## config.mk

```make
export PLATFORM = sky130hd
export DESIGN_NAME = cdb_arbiter
export DESIGN_NICKNAME = d
export VERILOG_FILES = /design/src/rtl/cdb_arbiter.sv
export SDC_FILE = /design/constraint.sdc
export NUM_CORES = 1
export LEC_CHECK = 0
export CORE_MARGIN = 5
export CORE_UTILIZATION = 46
export CTS_BUF_LIST = sky130_fd_sc_hd__clkbuf_4 sky130_fd_sc_hd__clkbuf_8
export DETAILED_ROUTE_END_ITERATION = 7
export PLACE_DENSITY_LB_ADDON = 0.2
export REMOVE_ABC_BUFFERS = 1
export SETUP_SLACK_MARGIN = 0.1
export SLEW_MARGIN = 20
export SYNTH_ARGS = -nofsm -noshare
export SYNTH_HDL_FRONTEND = slang
export SYNTH_SLANG_ARGS = --single-unit
```

## constraint.sdc

```tcl
create_clock -name clk -period 2.7 [get_ports clk]
set_clock_uncertainty 0.2 [all_clocks]
set_input_delay 0.81 -clock clk [delete_from_list [all_inputs] [get_ports clk]]
set_output_delay 0.81 -clock clk [all_outputs]
set_load 0.02 [all_outputs]
```

## src/rtl/cdb_arbiter.sv

```systemverilog
// Common data bus arbiter: one holding slot per functional unit, round-robin grant, registered broadcast.
// Latency: result captured at posedge k is broadcast no earlier than after posedge k+1; one broadcast per cycle.
// Backpressure: result_ready_o drops only while a source's slot is full and not granted this cycle.

package types_pkg;
    localparam int FU_CNT = 4;

    typedef enum logic [1:0] {
        FU_ALU = 2'd0,
        FU_MUL = 2'd1,
        FU_DIV = 2'd2,
        FU_LSU = 2'd3
    } e_functional_unit;
endpackage

module cdb_arbiter
    import types_pkg::*;
#(
    parameter int DATA_WIDTH = 64,
    parameter int N_SRC      = FU_CNT
) (
    input  logic                                clk,
    input  logic                                rst,
    input  logic [N_SRC-1:0]                    result_valid_i,
    input  logic [N_SRC-1:0][DATA_WIDTH-1:0]    result_data_i,
    output logic [N_SRC-1:0]                    result_ready_o,
    input  logic                                flush_i,
    output logic                                bcast_en_o,
    output logic [DATA_WIDTH-1:0]               bcast_data_o,
    output e_functional_unit                    bcast_rs_o,
    output logic [$clog2(N_SRC+1)-1:0]          pending_cnt_o
);
    localparam int IDX_W = (N_SRC > 1) ? $clog2(N_SRC) : 1;
    localparam int CNT_W = $clog2(N_SRC + 1);
    localparam int FU_W  = $bits(e_functional_unit);

    logic [N_SRC-1:0]                 slot_valid;
    logic [N_SRC-1:0][DATA_WIDTH-1:0] slot_data;
    logic [IDX_W-1:0]                 rr_ptr;

    logic                             grant_vld;
    logic [IDX_W-1:0]                 grant_idx;
    logic [N_SRC-1:0]                 grant_oh;
    logic [N_SRC-1:0]                 xfer;
    logic [IDX_W-1:0]                 next_ptr;

    // Walk candidates from farthest to nearest so the nearest occupied slot to rr_ptr wins.
    always_comb begin : rr_search
        int               idx;
        logic [IDX_W-1:0] cand;
        idx       = 0;
        cand      = '0;
        grant_vld = 1'b0;
        grant_idx = '0;
        for (int k = N_SRC - 1; k >= 0; k--) begin
            idx = int'(rr_ptr) + k;
            if (idx >= N_SRC) begin
                idx = idx - N_SRC;
            end
            cand = IDX_W'(idx);
            if (slot_valid[cand]) begin
                grant_vld = 1'b1;
                grant_idx = cand;
            end
        end
        if (flush_i) begin
            grant_vld = 1'b0;
        end
    end

    always_comb begin : grant_decode
        grant_oh = '0;
        for (int i = 0; i < N_SRC; i++) begin
            grant_oh[i] = grant_vld && (grant_idx == IDX_W'(i));
        end
    end

    assign result_ready_o = ~slot_valid | grant_oh | {N_SRC{flush_i}};
    assign xfer           = result_valid_i & result_ready_o;
    assign next_ptr       = (grant_idx == IDX_W'(N_SRC - 1)) ? '0 : grant_idx + IDX_W'(1);

    always_ff @(posedge clk or negedge rst) begin
        if (!rst) begin
            slot_valid <= '0;
            slot_data  <= '0;
        end else if (flush_i) begin
            slot_valid <= '0;
        end else begin
            // A granted slot that is refilled in the same cycle stays occupied with the new value.
            for (int i = 0; i < N_SRC; i++) begin
                if (xfer[i]) begin
                    slot_valid[i] <= 1'b1;
                    slot_data[i]  <= result_data_i[i];
                end else if (grant_oh[i]) begin
                    slot_valid[i] <= 1'b0;
                end
            end
        end
    end

    always_ff @(posedge clk or negedge rst) begin
        if (!rst) begin
            bcast_en_o   <= 1'b0;
            bcast_data_o <= '0;
            bcast_rs_o   <= e_functional_unit'(FU_W'(0));
            rr_ptr       <= '0;
        end else if (flush_i) begin
            bcast_en_o   <= 1'b0;
            rr_ptr       <= '0;
        end else if (grant_vld) begin
            bcast_en_o   <= 1'b1;
            bcast_data_o <= slot_data[grant_idx];
            bcast_rs_o   <= e_functional_unit'(FU_W'(grant_idx));
            rr_ptr       <= next_ptr;
        end else begin
            bcast_en_o   <= 1'b0;
        end
    end

    always_comb begin : popcount
        pending_cnt_o = '0;
        for (int i = 0; i < N_SRC; i++) begin
            pending_cnt_o = pending_cnt_o + CNT_W'(slot_valid[i]);
        end
    end

endmodule

```

---- Word-level counts from Yosys, hierarchy flattened ----
Index checks and enable logic that the tools add are counted.
operators by class
  add/sub/neg operators ................... 11
  order comparisons ....................... 9
  equality and inequality tests ........... 3
  multiplexer cells ....................... 37
  bitwise operators ....................... 5
  reductions and logical operators ........ 15
operators by type and width
  operator                                                           count
  binary-select mux 64 bit (select 2 bit)                            1
  two-way mux 64 bit                                                 1
  two-way mux 2 bit                                                  11
  two-way mux 1 bit                                                  19
  < comparator 2 x 3 -> 1 bit, second input constant                 5
  nonzero test 3 bit                                                 4
  AND reduction 2 bit                                                5
  greater-or-equal comparator 3 bit, second input constant           3
  binary-select mux 1 bit (select 2 bit)                             4
  OR 4 bit                                                           2
  subtractor 2 x 1 -> 2 bit, second input constant                   4
  adder 2 x 2 -> 3 bit, second input constant                        2
  AND 4 bit                                                          1
  equality test 2 bit, second input constant                         2
  logical AND 1 bit                                                  4
  two-way mux 4 bit                                                  1
  NOT 4 bit                                                          1
  adder 2 x 1 -> 3 bit                                               1
  adder 2 x 1 -> 3 bit, second input constant                        1
  adder 3 x 1 -> 3 bit                                               1
  greater-or-equal comparator 2 x 3 -> 1 bit, second input constant  1
  adder 1 x 1 -> 2 bit                                               1
  adder 2 x 1 -> 2 bit, second input constant                        1
  equality test 2 x 1 -> 1 bit, second input constant                1
  other kinds (3)                                                    3
storage, ports and cells
  register bits after elaboration ......... 329
  input port bits ......................... 263
  output and inout port bits .............. 74
  logic and storage cells ................. 92

---- Logic depth before layout (Yosys ltp) ----
  depth after elaboration ................. 16
  gate-level depth with buffers ........... 10
  depth with buffers taken out ............ 7

---- Worst setup path before layout ----
OpenSTA, ideal clock, no wires.
  kind .................................... input -> output
  start ................................... input port flush_i
  end ..................................... output port result_ready_o[1]
  arrival time ............................ 1.648 ns
  required time ........................... 1.690 ns
  path slack .............................. 0.042 ns
  cell stages on the path ................. 3
  buffers on the path ..................... 2
  cell sequence ........................... clkbuf_1 > clkbuf_1 > or3_1
on the way
  cells in the longest elaborated chain, start to end .. 4
ends and longest elaborated chain
  what                RTL line  source
  start: declaration  27        input logic flush_i,
  two-way mux 1 bit   66        if (flush_i) begin
  logical AND 1 bit   74        grant_oh[i] = grant_vld && (grant_idx == IDX_W'(i));
  OR 4 bit            78        assign result_ready_o = ~slot_valid | grant_oh | {N_SRC{flush_i}};
  OR 4 bit *          78
  end: declaration    26        output logic [N_SRC-1:0] result_ready_o,
Mark *: on every way between the ends. The rest lies on a longest branch, timed or not.

---- Worst setup path after layout ----
  start ................................... register slot_valid[0]
  end ..................................... output port result_ready_o[1]
on the way
  cells in the longest elaborated chain, start to end .. 10
ends and longest elaborated chain
  what                                                                         RTL line  source
  start: declaration                                                           37        logic [N_SRC-1:0] slot_valid;
  start signal: assignment                                                     84        slot_valid <= '0;
  start signal: assignment                                                     87        slot_valid <= '0;
  start signal: indexed assignment                                             92        slot_valid[i] <= 1'b1;
  binary-select mux 1 bit (select 2 bit)                                       61        if (slot_valid[cand]) begin
  two-way mux 1 bit (not written as such)                                      61
  two-way mux 2 bit / two-way mux 1 bit (equally long branches) (4 in series)  61
  equality test 2 x 1 -> 1 bit / two-way mux 1 bit (equally long branches)     74, 66
  logical AND 1 bit *                                                          74
  OR 4 bit * (2 in series)                                                     78
Mark *: on every way between the ends. The rest lies on a longest branch, timed or not. The select of a mux whose other input is x is not followed.

==> metrics.log <==
INFO  metric power_leakage = slightly above 0.009 µW
INFO  metric final_critical_path_setup_slack = -469 ps
INFO  metric setup_repair_after_global_routing_missed_its_margin = true
INFO  metric fmax = roughly 320 MHz
INFO  metric yosysWarningCount = 0
INFO  metric met2_wirelength = 20000 µm
INFO  metric met3_wire_len = 3500 µm
INFO  metric synth-seq-area-share = 0.595
INFO  metric globalplace.congestion = 0.814
INFO  metric cp_data_arrival_time = about 2200 ps
INFO  metric timing.max_slew.rel_slack = 0.621
INFO  metric first_iter_violations = about 550
INFO  metric cts.htree.levels = 2
INFO  metric cts_inserted_buffers = 55
INFO  metric layout-drive-gt1-share = 0.358
INFO  metric tritoncts_num_sinks = 329
INFO  metric floorplan.core_area = 29600 µm²
INFO  metric detailroute.via_count = ~10000
INFO  metric hold_violations = 0
INFO  metric via_per_inst = 5.59
INFO  metric clock_latency = 570 ps
INFO  metric grt_pass1_wl = 60200 µm
INFO  metric dr.max_layer_used = met4
INFO  metric maximum_number_of_pins_on_one_net_before_global_route_repair = 64
INFO  metric antenna_found_initial = 5
INFO  metric max_cap_violations = 0
INFO  metric chipWidth = 183 µm
INFO  metric post_synth_num_cell_types = 41
INFO  metric detailed_place_hpwl = 25800 µm
INFO  metric cts_tree = done
INFO  metric io_buffer_count = 336
INFO  metric ctsRootBufferMaster = clkbuf_8
INFO  metric postSynthCellCount = 910
INFO  metric boundary_pin_count = around 340
INFO  metric place_worst_setup_slack = -621 ps
INFO  metric layout_min_cycle_time = 3170 ps
INFO  metric dr.pass1.iters = 5
INFO  metric power.ir.vdd_worst = 0.436 mV
INFO  metric grt_util_all_layers = 0.228
INFO  metric clkSlewWorstSetupHoldPaths = ~60 ps
INFO  metric cts_max_path_buffers = 3
INFO  metric power_per_unit_of_standard_cell_area = 777 nW/µm²
INFO  metric detail_route.wl_per_cell = 24.2 µm
INFO  metric die_y_extent = 183 µm
INFO  metric worst_hold_slack = between 200 and 300 ps
INFO  metric drc = 0
INFO  metric setup.worst_path.class = register to primary output
INFO  metric power = between 15000 and 20000 µW
INFO  metric number_of_global_route_vias_before_repair = between 10000 and 15000
INFO  metric floorplan.initialDensity = 0.467
INFO  metric synthesis.area = 13800 µm²
INFO  metric worst_ep_required_time = 1690 ps
INFO  metric fillers = 2061
INFO  metric total_die_area = 33700 µm²
INFO  metric nets = 1617
INFO  metric grt_overflow_total = 0
INFO  metric area_of_combinational_cells_with_multiple_inputs = 5630 µm²
INFO  metric cp-end-kind = primary output
INFO  metric finalMaxSlewViolations = 0
INFO  metric wirelength = 43300 µm
INFO  metric critical_path_peak_fanout = 4
INFO  metric mean_post_synth_cell_area = 15.2 µm²
INFO  metric antenna_violating_nets_post_route = 0
INFO  metric worstHoldPathType = register to register
INFO  metric row_count = 63
INFO  metric final-seq-area = 8240 µm²
INFO  metric wirelength_met1 = 18700 µm
INFO  metric violations_in_the_final_reports = setup timing
INFO  metric worst-slew-pin-transition = 565 ps
INFO  metric outcome = finished with violations
INFO  metric postSynthRegisterBits = roughly 330
INFO  metric min_period_over_period = 1.17
INFO  metric timing.critical_path.from_type = register
INFO  metric setup_viol = 118
INFO  metric setup_tns = -8360 ps
INFO  metric areaGrowthSynthToFinish = 49.6%
==> registers in the layout, indices dropped and copies added (netlist names) <==
name / cells
slot_data: 256
bcast_data_o: 64
rr_ptr: 2
slot_valid: 4
bcast_rs_o: 2
bcast_en_o: 1
==> cell usage after synthesis <==
cell,count,area share
ha_1,3,0.0027
or3_1,2,0.00090
o22ai_1,1,0.00045
buf_2,18,0.0065
mux2_1,60,0.049
o21ai_0,2,0.00072
a211oi_4,1,0.0014
a221oi_2,1,0.0011
mux2_2,136,0.11
o21ba_2,1,0.00072
a211oi_1,1,0.00054
nor2_2,1,0.00045
a21oi_1,7,0.0025
buf_6,12,0.0098
buf_4,4,0.0022
mux2_4,60,0.065
mux2i_1,1,0.00072
inv_1,8,0.0022
nand2b_2,1,0.00063
nor2_1,9,0.0024
nor2b_1,65,0.029
nand2_1,7,0.0019
a21oi_2,1,0.00063
nand3b_1,3,0.0016
o221a_2,1,0.00081
or3b_1,1,0.00063
nor3_2,1,0.00072
nor3b_1,2,0.0011
o22a_1,1,0.00063
a221o_1,128,0.093
fa_1,1,0.0014
and3_1,1,0.00045
buf_1,2,0.00054
inv_2,1,0.00027
clkbuf_1,30,0.0081
a21o_1,1,0.00054
a21boi_0,1,0.00054
o31ai_2,1,0.00090
nand2b_1,3,0.0014
dfrtp_1,329,0.59
nor3_1,1,0.00036
==> critical path, cell delays in order, from the launching register on <==
cell     delay (ps)
dfrtp_1         400
buf_6           140
a21oi_2         120
o21ai_1          70
a21o_1          220
ha_4            190
or3_4           330
buf_6           140
==> cell families (layout without fill, tap and decap cells) <==
kind of cell,Yosys count,after routing,share of synthesized area
muxes,257,257,0.225
buffers and inverters,75,556,0.0296
AOI/OAI and AO/OA,148,148,0.104
DFF,329,329,0.595
and+or+nand+nor,97,97,0.0419
adders and majority gates,4,4,0.00416
other,0,6,0
==> path summary, 6_finish.rpt <==
path,from,depth (start not counted),slack [ps],end
setup / recovery,slot_valid[0],7,-470,result_ready_o[1]
max in group asynchronous,rst,3,1040,rr_ptr[0]
setup reg to reg,rr_ptr[1],13,-130,slot_data[241]
hold / removal,bcast_rs_o[1],2,290,bcast_rs_o[1]
hold reg to reg,bcast_rs_o[1],2,290,bcast_rs_o[1]
min in group asynchronous,rst,2,530,bcast_data_o[47]
==> layout make-up <==
cell class                 instances  area share
sequential                       329       0.398
tap                              390      0.0236
clock buffer                      93      0.0567
timing repair buffer             449       0.245
multi-input combinational        506       0.272
antenna                            6    0.000725
inverter                           9     0.00163
clock inverter                     5     0.00242
==> metal layers <==
layer,global-route usage,up-vias
met5,0,-
li1,-,4314
met4,0.0706,0
met1,0.307,5145
met2,0.366,452
met3,0.0574,80
==> report_power, final <==
part	total, µW	switching (µW)	internal [µW]
Sequential	6740	679	6060
Clock	4780	1970	2810
Combinational	4580	1850	2730
Total	16100	4500	11600
==> what timing repair did <==
| action | in CTS | in global routing |
|---|---|---|
| endpoints found under the hold margin | 38 | 0 |
| setup endpoints to repair | 54 | 256 |
| buffers inserted | 8 | 11 |
| cloned | 1 | 20 |
| resized for setup | 130 | 75 |
| hold buffers | 1 | 0 |
| pin swaps | 15 | 8 |
==> cells in the final DEF, fill, tap and decap left out, drive strengths merged, types with 3 or more instances in the layout <==
cell,n
diode,6
inv,9
clkbuf,108
buf,105
mux2,256
nand2b,4
nor2b,65
nor2,10
a21oi,8
clkdlybuf4s50,301
dlygate4sd2,22
nand3b,3
dfrtp,329
nand2,7
ha,3
a221o,128
clkinv,4
dlymetal6s2s,5
==> metrics by stage <==
stage / util / std cells / instance area (µm²)
finish: 0.699 / 1787 / 20700
global route: 0.699 / 1786 / 20700
CTS: 0.671 / 1752 / 19900
detailed placement: 0.617 / 1644 / 18300
global placement: 0.617 / 1644 / 18300
floorplan: - / 844 / 13500
(Power assumes the default switching activity.)
